### src/rtl/control_configuracion.sv
// rtl/control_configuracion.sv - mode FSM, field cursor and edit strobes for clock/date/timer configuration
// Optional feature macro: AUTOREPEAT_EN (held UP/DOWN repeats inc/dec strobes)
module control_configuracion #(
  parameter int REPEAT_DELAY = 50_000_000,
  parameter int REPEAT_RATE  = 10_000_000,
  parameter int CNT_W        = 27
) (
  input  logic       clk,
  input  logic       reset,
  input  logic [3:0] sw_db,
  input  logic [4:0] btn_db,
  output logic [1:0] modo,
  output logic [1:0] campo,
  output logic       inc,
  output logic       dec,
  output logic       guardar,
  output logic       formato_12h,
  output logic       editando
);

  typedef enum logic [1:0] {
    NORMAL    = 2'd0,
    CFG_HORA  = 2'd1,
    CFG_FECHA = 2'd2,
    CFG_TIMER = 2'd3
  } modo_e;

  modo_e      modo_q, modo_d;
  logic [1:0] campo_q, campo_d;
  logic       inc_q, inc_d;
  logic       dec_q, dec_d;
  logic       guardar_q, guardar_d;
  logic       formato_q;
  logic       editando_q;
  logic [4:0] btn_prev_q;

  logic [4:0] btn_edge;
  logic       cambio_modo;
  logic       activo;
  logic       up_ok, dn_ok, sav_ok;
  logic       rep_inc, rep_dec;

  assign btn_edge = btn_db & ~btn_prev_q;

  // Previous button levels; loaded even in reset so a held button never looks like a fresh press
  always_ff @(posedge clk) begin
    btn_prev_q <= btn_db;
  end

  // Mode FSM next state: NORMAL picks the highest-priority switch, CFG states leave only on their own switch
  always_comb begin
    modo_d = modo_q;
    unique case (modo_q)
      NORMAL: begin
        if (sw_db[0])      modo_d = CFG_HORA;
        else if (sw_db[1]) modo_d = CFG_FECHA;
        else if (sw_db[2]) modo_d = CFG_TIMER;
      end
      CFG_HORA:  if (!sw_db[0]) modo_d = NORMAL;
      CFG_FECHA: if (!sw_db[1]) modo_d = NORMAL;
      CFG_TIMER: if (!sw_db[2]) modo_d = NORMAL;
    endcase
  end

  // Edges only count in a CFG state that is not changing this cycle; a save edge wins over inc/dec
  always_comb begin
    cambio_modo = (modo_d != modo_q);
    activo      = (modo_q != NORMAL) && !cambio_modo;
    sav_ok      = activo && btn_edge[4];
    up_ok       = activo && btn_edge[0] && !btn_edge[1] && !sav_ok;
    dn_ok       = activo && btn_edge[1] && !btn_edge[0] && !sav_ok;
    inc_d       = up_ok | rep_inc;
    dec_d       = dn_ok | rep_dec;
    guardar_d   = sav_ok;
  end

  // Field cursor: cleared whenever NORMAL is (re)entered, wraps over 0..2, opposing edges cancel
  always_comb begin
    campo_d = campo_q;
    if (modo_d == NORMAL) begin
      campo_d = 2'd0;
    end else if (activo) begin
      if (btn_edge[3] && !btn_edge[2]) begin
        campo_d = (campo_q == 2'd2) ? 2'd0 : campo_q + 2'd1;
      end else if (btn_edge[2] && !btn_edge[3]) begin
        campo_d = (campo_q == 2'd0) ? 2'd2 : campo_q - 2'd1;
      end
    end
  end

`ifdef AUTOREPEAT_EN
  // Repeat counter is armed (non-zero) only after a real UP/DOWN strobe and counts while that button is held alone
  logic [CNT_W-1:0] rep_cnt_q, rep_cnt_d;
  logic             rep_fase_q, rep_fase_d;
  logic [CNT_W-1:0] umbral;
  logic             mantiene;

  // Next repeat count: first wait REPEAT_DELAY, then REPEAT_RATE between repeats
  always_comb begin
    rep_cnt_d  = '0;
    rep_fase_d = 1'b0;
    rep_inc    = 1'b0;
    rep_dec    = 1'b0;
    umbral     = rep_fase_q ? CNT_W'(REPEAT_RATE) : CNT_W'(REPEAT_DELAY);
    mantiene   = activo && (btn_db[0] ^ btn_db[1]) && !btn_edge[0] && !btn_edge[1];
    if (up_ok || dn_ok) begin
      rep_cnt_d = CNT_W'(1);
    end else if (mantiene && (rep_cnt_q != '0)) begin
      if (rep_cnt_q == umbral) begin
        rep_cnt_d  = CNT_W'(1);
        rep_fase_d = 1'b1;
        rep_inc    = btn_db[0] && !sav_ok;
        rep_dec    = btn_db[1] && !sav_ok;
      end else begin
        rep_cnt_d  = rep_cnt_q + CNT_W'(1);
        rep_fase_d = rep_fase_q;
      end
    end
  end

  // Repeat counter state
  always_ff @(posedge clk) begin
    if (reset) begin
      rep_cnt_q  <= '0;
      rep_fase_q <= 1'b0;
    end else begin
      rep_cnt_q  <= rep_cnt_d;
      rep_fase_q <= rep_fase_d;
    end
  end
`else
  logic unused_params;
  assign unused_params = ^{REPEAT_DELAY, REPEAT_RATE, CNT_W};
  assign rep_inc = 1'b0;
  assign rep_dec = 1'b0;
`endif

  // Registered outputs and mode state
  always_ff @(posedge clk) begin
    if (reset) begin
      modo_q     <= NORMAL;
      campo_q    <= 2'd0;
      inc_q      <= 1'b0;
      dec_q      <= 1'b0;
      guardar_q  <= 1'b0;
      formato_q  <= 1'b0;
      editando_q <= 1'b0;
    end else begin
      modo_q     <= modo_d;
      campo_q    <= campo_d;
      inc_q      <= inc_d;
      dec_q      <= dec_d;
      guardar_q  <= guardar_d;
      formato_q  <= sw_db[3];
      editando_q <= (modo_d != NORMAL);
    end
  end

  assign modo        = modo_q;
  assign campo       = campo_q;
  assign inc         = inc_q;
  assign dec         = dec_q;
  assign guardar     = guardar_q;
  assign formato_12h = formato_q;
  assign editando    = editando_q;

endmodule

### config.mk
export PLATFORM = sky130hd
export DESIGN_NAME = control_configuracion
export DESIGN_NICKNAME = d
export VERILOG_FILES = /design/src/rtl/control_configuracion.sv
export SDC_FILE = /design/constraint.sdc
export NUM_CORES = 1
export LEC_CHECK = 0
export BUFFER_PORTS_ARGS = -buffer_cell sky130_fd_sc_hd__buf_2
export CAP_MARGIN = 20
export CORE_UTILIZATION = 30
export CTS_BUF_LIST = sky130_fd_sc_hd__clkbuf_8
export DETAILED_ROUTE_END_ITERATION = 16
export HOLD_SLACK_MARGIN = 0.12
export PLACE_DENSITY = 0.63
export SYNTH_ARGS = -nofsm -noshare
export SYNTH_HDL_FRONTEND = slang
export SYNTH_SLANG_ARGS = --single-unit
### constraint.sdc
create_clock -name clk -period 1.51 [get_ports clk]
set_input_delay 0.2265 -clock clk [delete_from_list [all_inputs] [get_ports clk]]
set_output_delay 0.2265 -clock clk [all_outputs]
set_load 0.03 [all_outputs]
## After elaboration in Yosys (flattened, before gate mapping)

Cells that the tools add are included.

- Bits in registers: 14
- Output and inout port bits: 9

- Add/sub/neg operators: 2
- Equal/unequal tests: 5
- Muxes and demuxes: 11
- Bitwise logic cells: 2
- Reductions and logical operators: 24

Operator list:

| kind | number |
|---|---|
| 2-to-1 mux 2 bit | 10 |
| logical AND 1 bit | 10 |
| case mux 2 bit (4 select lines) | 1 |
| equality test 2 bit, second input constant | 3 |
| logical NOT 1 bit | 6 |
| logical NOT 2 bit | 3 |
| nonzero test 2 bit | 3 |
| bitwise AND 5 bit | 1 |
| inverter 5 bit | 1 |
| adder 2 x 1 -> 2 bit, second input constant | 1 |
| equality test 2 x 1 -> 1 bit, second input constant | 1 |
| != test 2 bit | 1 |
| AND reduction 2 bit | 1 |
| OR reduction 2 bit | 1 |
| subtractor 2 x 1 -> 2 bit, second input constant | 1 |

## Depth between registers and ports, before layout

- Depth in word-level cells: 10
- Depth in mapped cells: 5
- Mapped depth without buffers: 5

## Least setup slack after synthesis

No wires, ideal clock.

- Path type: reg2reg
- Start point: register modo_q[0], in the netlist modo[0]
- End point: register campo_q[1], in the netlist campo[1]
- Library setup time: 86 ps
- Arrival time: 1305 ps
- Slack: 119 ps
- Cell stages (with the launch flop): 5
- Path buffers: 0
- Path through: dfxtp_1 mux2i_1 a211oi_2 nor2_1 a211oi_1

- Word-level cells in the longest chain between the ends: 8
- Elaborated cells on any way between the ends: 18
- Classes of those cells: eq/ne (4); mux (7); reduce/logical (7)

Ends and longest elaborated chain:

| element | line | text |
|---|---|---|
| from (decl) | 28 | `modo_e modo_q, modo_d;` |
| from (signal assigned) | 149 | `modo_q <= modo_d;` |
| 2-to-1 mux 2 bit | 57 | `else if (sw_db[2]) modo_d = CFG_TIMER;` |
| 2-to-1 mux 2 bit | 56 | `else if (sw_db[1]) modo_d = CFG_FECHA;` |
| 2-to-1 mux 2 bit | 55 | `if (sw_db[0]) modo_d = CFG_HORA;` |
| case mux 2 bit (4 select lines) | 53 | `unique case (modo_q)` |
| != test 2 bit | 67 | `cambio_modo = (modo_d != modo_q);` |
| logical NOT 1 bit | 68 | `activo = (modo_q != NORMAL) && !cambio_modo;` |
| logical AND 1 bit | 68 |  |
| AND reduction 2 bit (no line) | - |  |
| to (signal assigned) | 150 | `campo_q <= campo_d;` |
| to (decl) | 29 | `logic [1:0] campo_q, campo_d;` |

Parallel ways exist; a longest one is shown, timed or not.
A chain may end at the register's enable or synchronous reset.

## Final worst setup path

- Start point: register btn_prev_q[2]
- End point: register campo_q[1], in the netlist campo[1]

- Word-level cells in the longest chain between the ends: 6
- Elaborated cells on any way between the ends: 8
- Classes of those cells: mux (1); bitwise (2); reduce/logical (5)

Ends and longest elaborated chain:

| element | line | text |
|---|---|---|
| from (decl) | 35 | `logic [4:0] btn_prev_q;` |
| from (signal assigned) | 47 | `btn_prev_q <= btn_db;` |
| inverter 5 bit (*) | 43 | `assign btn_edge = btn_db & ~btn_prev_q;` |
| bitwise AND 5 bit (*) | 43 |  |
| logical NOT 1 bit | 83 | `if (btn_edge[3] && !btn_edge[2]) begin` |
| logical AND 1 bit | 83 |  |
| nonzero test 2 bit (no line) | - |  |
| AND reduction 2 bit (no line) | - |  |

Every way passes the cells marked *; elsewhere a longest branch is shown, timed or not.

==> flow_metrics.py <==
metrics = {
    "timing": {
        "slew_viol_final": 0,
        "hold_violations": 0,
        "setup_viol": 0,
        "hold_ws_ns": 0.194,
        "min_period_ns": 1.32,
        "tns_ns": 0,
        "max-slew-margin-rel": 0.755,
        "setup_slack_ns": 0.189,
        "fmax_mhz": 757,
        "rsz0062_at_grt": "false",
        "worst_pin_slew_ns": 0.358,
        "fin_skew_ns": 0.00141,
        "period_share": 0.875,
    },
    "synth": {
        "ys_seq_elements": 14,
        "synth_nets": 70,
        "avgSynthCellArea_um2": 10.0,
        "yosys.area.top_type": "dfxtp_1",
        "syn-instance-count": 55,
        "yosys_warnings": 0,
        "synth_area_um2": 552,
        "synth.top_cells.by_count": "dfxtp_1 (14), a21oi_1 (5), inv_1 (5)",
        "synth_top_cell_area_share": 0.508,
        "synthArstFlopShare": 0,
        "synth.distinct_cells": 18,
        "synth-edff-count": 0,
        "synth.area.top_cells": "dfxtp_1 (51%), ha_1 (9.1%), a21oi_1 (4.5%), nor2b_1 (4.5%), a211oi_1 (4.1%)",
        "synth.most_common_cell": "dfxtp_1",
        "synth_seq_area_share": 0.508,
        "synth_flop_cell": "dfxtp_1",
    },
    "detailed_routing": {
        "vias_per_cell": 4.30,
        "dr.pass1.iters": 4,
        "drtIter0Drc": 6,
        "wl_per_cell_um": 9.08,
        "wl_um": 981,
        "ant_nets": 0,
        "drc": 0,
        "vias": 464,
    },
    "clocking": {
        "hold_buffers": 5,
        "ctsHtreeMaxLevel": 1,
        "cts_sinks": 14,
        "ctsLongestPathBuffers": 2,
        "post-cts-setup-buffers": 0,
        "ctsRootBufferMaster": "clkbuf_8",
        "clkTransAtPathRegs_ns": 0.06,
        "clock_latency_ns": 0.24,
        "cts_tree": "done",
        "cts_resized": 0,
        "cts_made_buffers": 3,
    },
    "pwr": {
        "pwr_density_cell_nw_per_um2": 1140,
        "vdd_drop_max_v": 0.000731,
        "p_leak_nw": 0.350,
    },
    "setup_path": {
        "cp_data_required_time_ns": 1.67,
        "path_cells": "nand2b_1 > ha_1 > a211oi_2 > nor2_1 > a211oi_1",
        "rr_worst_depth": 5,
        "slowest_delay_ns": 0.29,
        "cp-end-kind": "flop",
        "regToRegSetupSlack_ns": 0.19,
        "critPathArrivalTime_ns": 1.48,
        "cp-start-kind": "flop",
        "cp_max_fo": 4,
        "crit_type": "reg2reg",
        "slowest_stage": "dfxtp_1",
    },
    "global_route": {
        "grt_usage": 0.115,
        "antenna_found_initial": 0,
        "grt_pass1_wl_mm": 1.52,
        "grt_pass1_vias": 400,
        "grt_max_degree": 9,
        "grt-ovfl-total": 0,
    },
    "floorplan": {
        "die_area_um2": 2010,
        "die_width_um": 44.9,
        "core_um2": 1730,
        "start_util": 0.320,
        "num_rows": 15,
        "num_io_pins": 20,
        "die_y_um": 44.9,
    },
    "cells_and_area": {
        "area_growth_pct": 42.0,
        "ff_latch_area_um2": 280,
        "drive_gt1_frac": 0.301,
        "diodes": 0,
        "fillerInstances": 174,
        "multiInputGateArea_um2": 253,
        "fin_nets": 99,
    },
    "place": {
        "pre_cts_ws_ns": 0.124,
        "dp_hpwl_um": 706,
        "portBuffers": 19,
        "place_congestion": 0.791,
    },
    "min_path": {
        "whs_path_depth": 2,
        "hold_path_class": "in2reg",
    },
    "job": {
        "maxCapViolCount": 0,
    },
    "status": {
        "status": "finished clean",
    },
}
cells by family after synthesis:
group	Yosys count	share of synthesized area
AOI/OAI and AO/OA	15	0.184
adders and majority gates	4	0.0907
buffers and inverters	5	0.0340
DFF	14	0.508
muxes	2	0.0363
and+or+nand+nor	15	0.147
critical path: cells and delay by family (launching register included):
kind	cells	cell delay, ns
compound gates	2	0.46
fa+ha+maj	1	0.28
flops	1	0.29
simple gates	2	0.21
area by class of cell:
cell class | instances | share of cell area
clock buffers | 4 | 0.0703
inverters | 5 | 0.0240
flip-flops and latches | 14 | 0.358
well taps | 25 | 0.0399
repair buffers | 24 | 0.185
multi-input cells | 36 | 0.323
per-stage QoR:
stage               power, mW  instance area [um^2]   util  instances
floorplan               0.489                   552      -         55
global route            0.942                   783  0.454        108
finish                  0.893                   783  0.454        108
detailed placement      0.530                   678  0.393         99
CTS                     0.909                   783  0.454        108
global placement        0.527                   678  0.393         99
per-layer routing:
| layer | routed length [um] | track usage |
|---|---|---|
| met2 | 389 | 0.168 |
| met5 | 0 | 0 |
| met4 | 36 | 0.121 |
| met3 | 68 | 0.0600 |
| met1 | 485 | 0.114 |
power breakdown:
group	leakage, nW	internal (mW)	switching (mW)
combinational	0.206	0.0564	0.0723
clock	0.0288	0.231	0.130
sequential	0.116	0.390	0.0135
total	0.350	0.677	0.216
flip-flops by register name, indices dropped and copies added, names as in the netlist:
register,count
btn_prev_q,5
campo,2
modo,2
dec,1
editando,1
formato_12h,1
guardar,1
inc,1
final timing paths:
path	from	endpoint
setup / recovery	btn_prev_q[2]	campo[1]
hold / removal	sw_db[3]	formato_12h
setup reg to reg	btn_prev_q[2]	campo[1]
hold reg to reg	btn_prev_q[0]	inc
placed cells by master (no fill, tap or decap), drive strengths merged, types with 2 or more instances in the layout:
| master | instances |
|---|---|
| nor2b | 4 |
| nor2 | 4 |
| nand2b | 3 |
| clkbuf | 4 |
| dfxtp | 14 |
| mux2i | 2 |
| o21ai | 3 |
| a211oi | 4 |
| ha | 4 |
| dlygate4sd3 | 5 |
| a21oi | 5 |
| inv | 5 |
| buf | 19 |
Power figures use the tool's default switching activity.
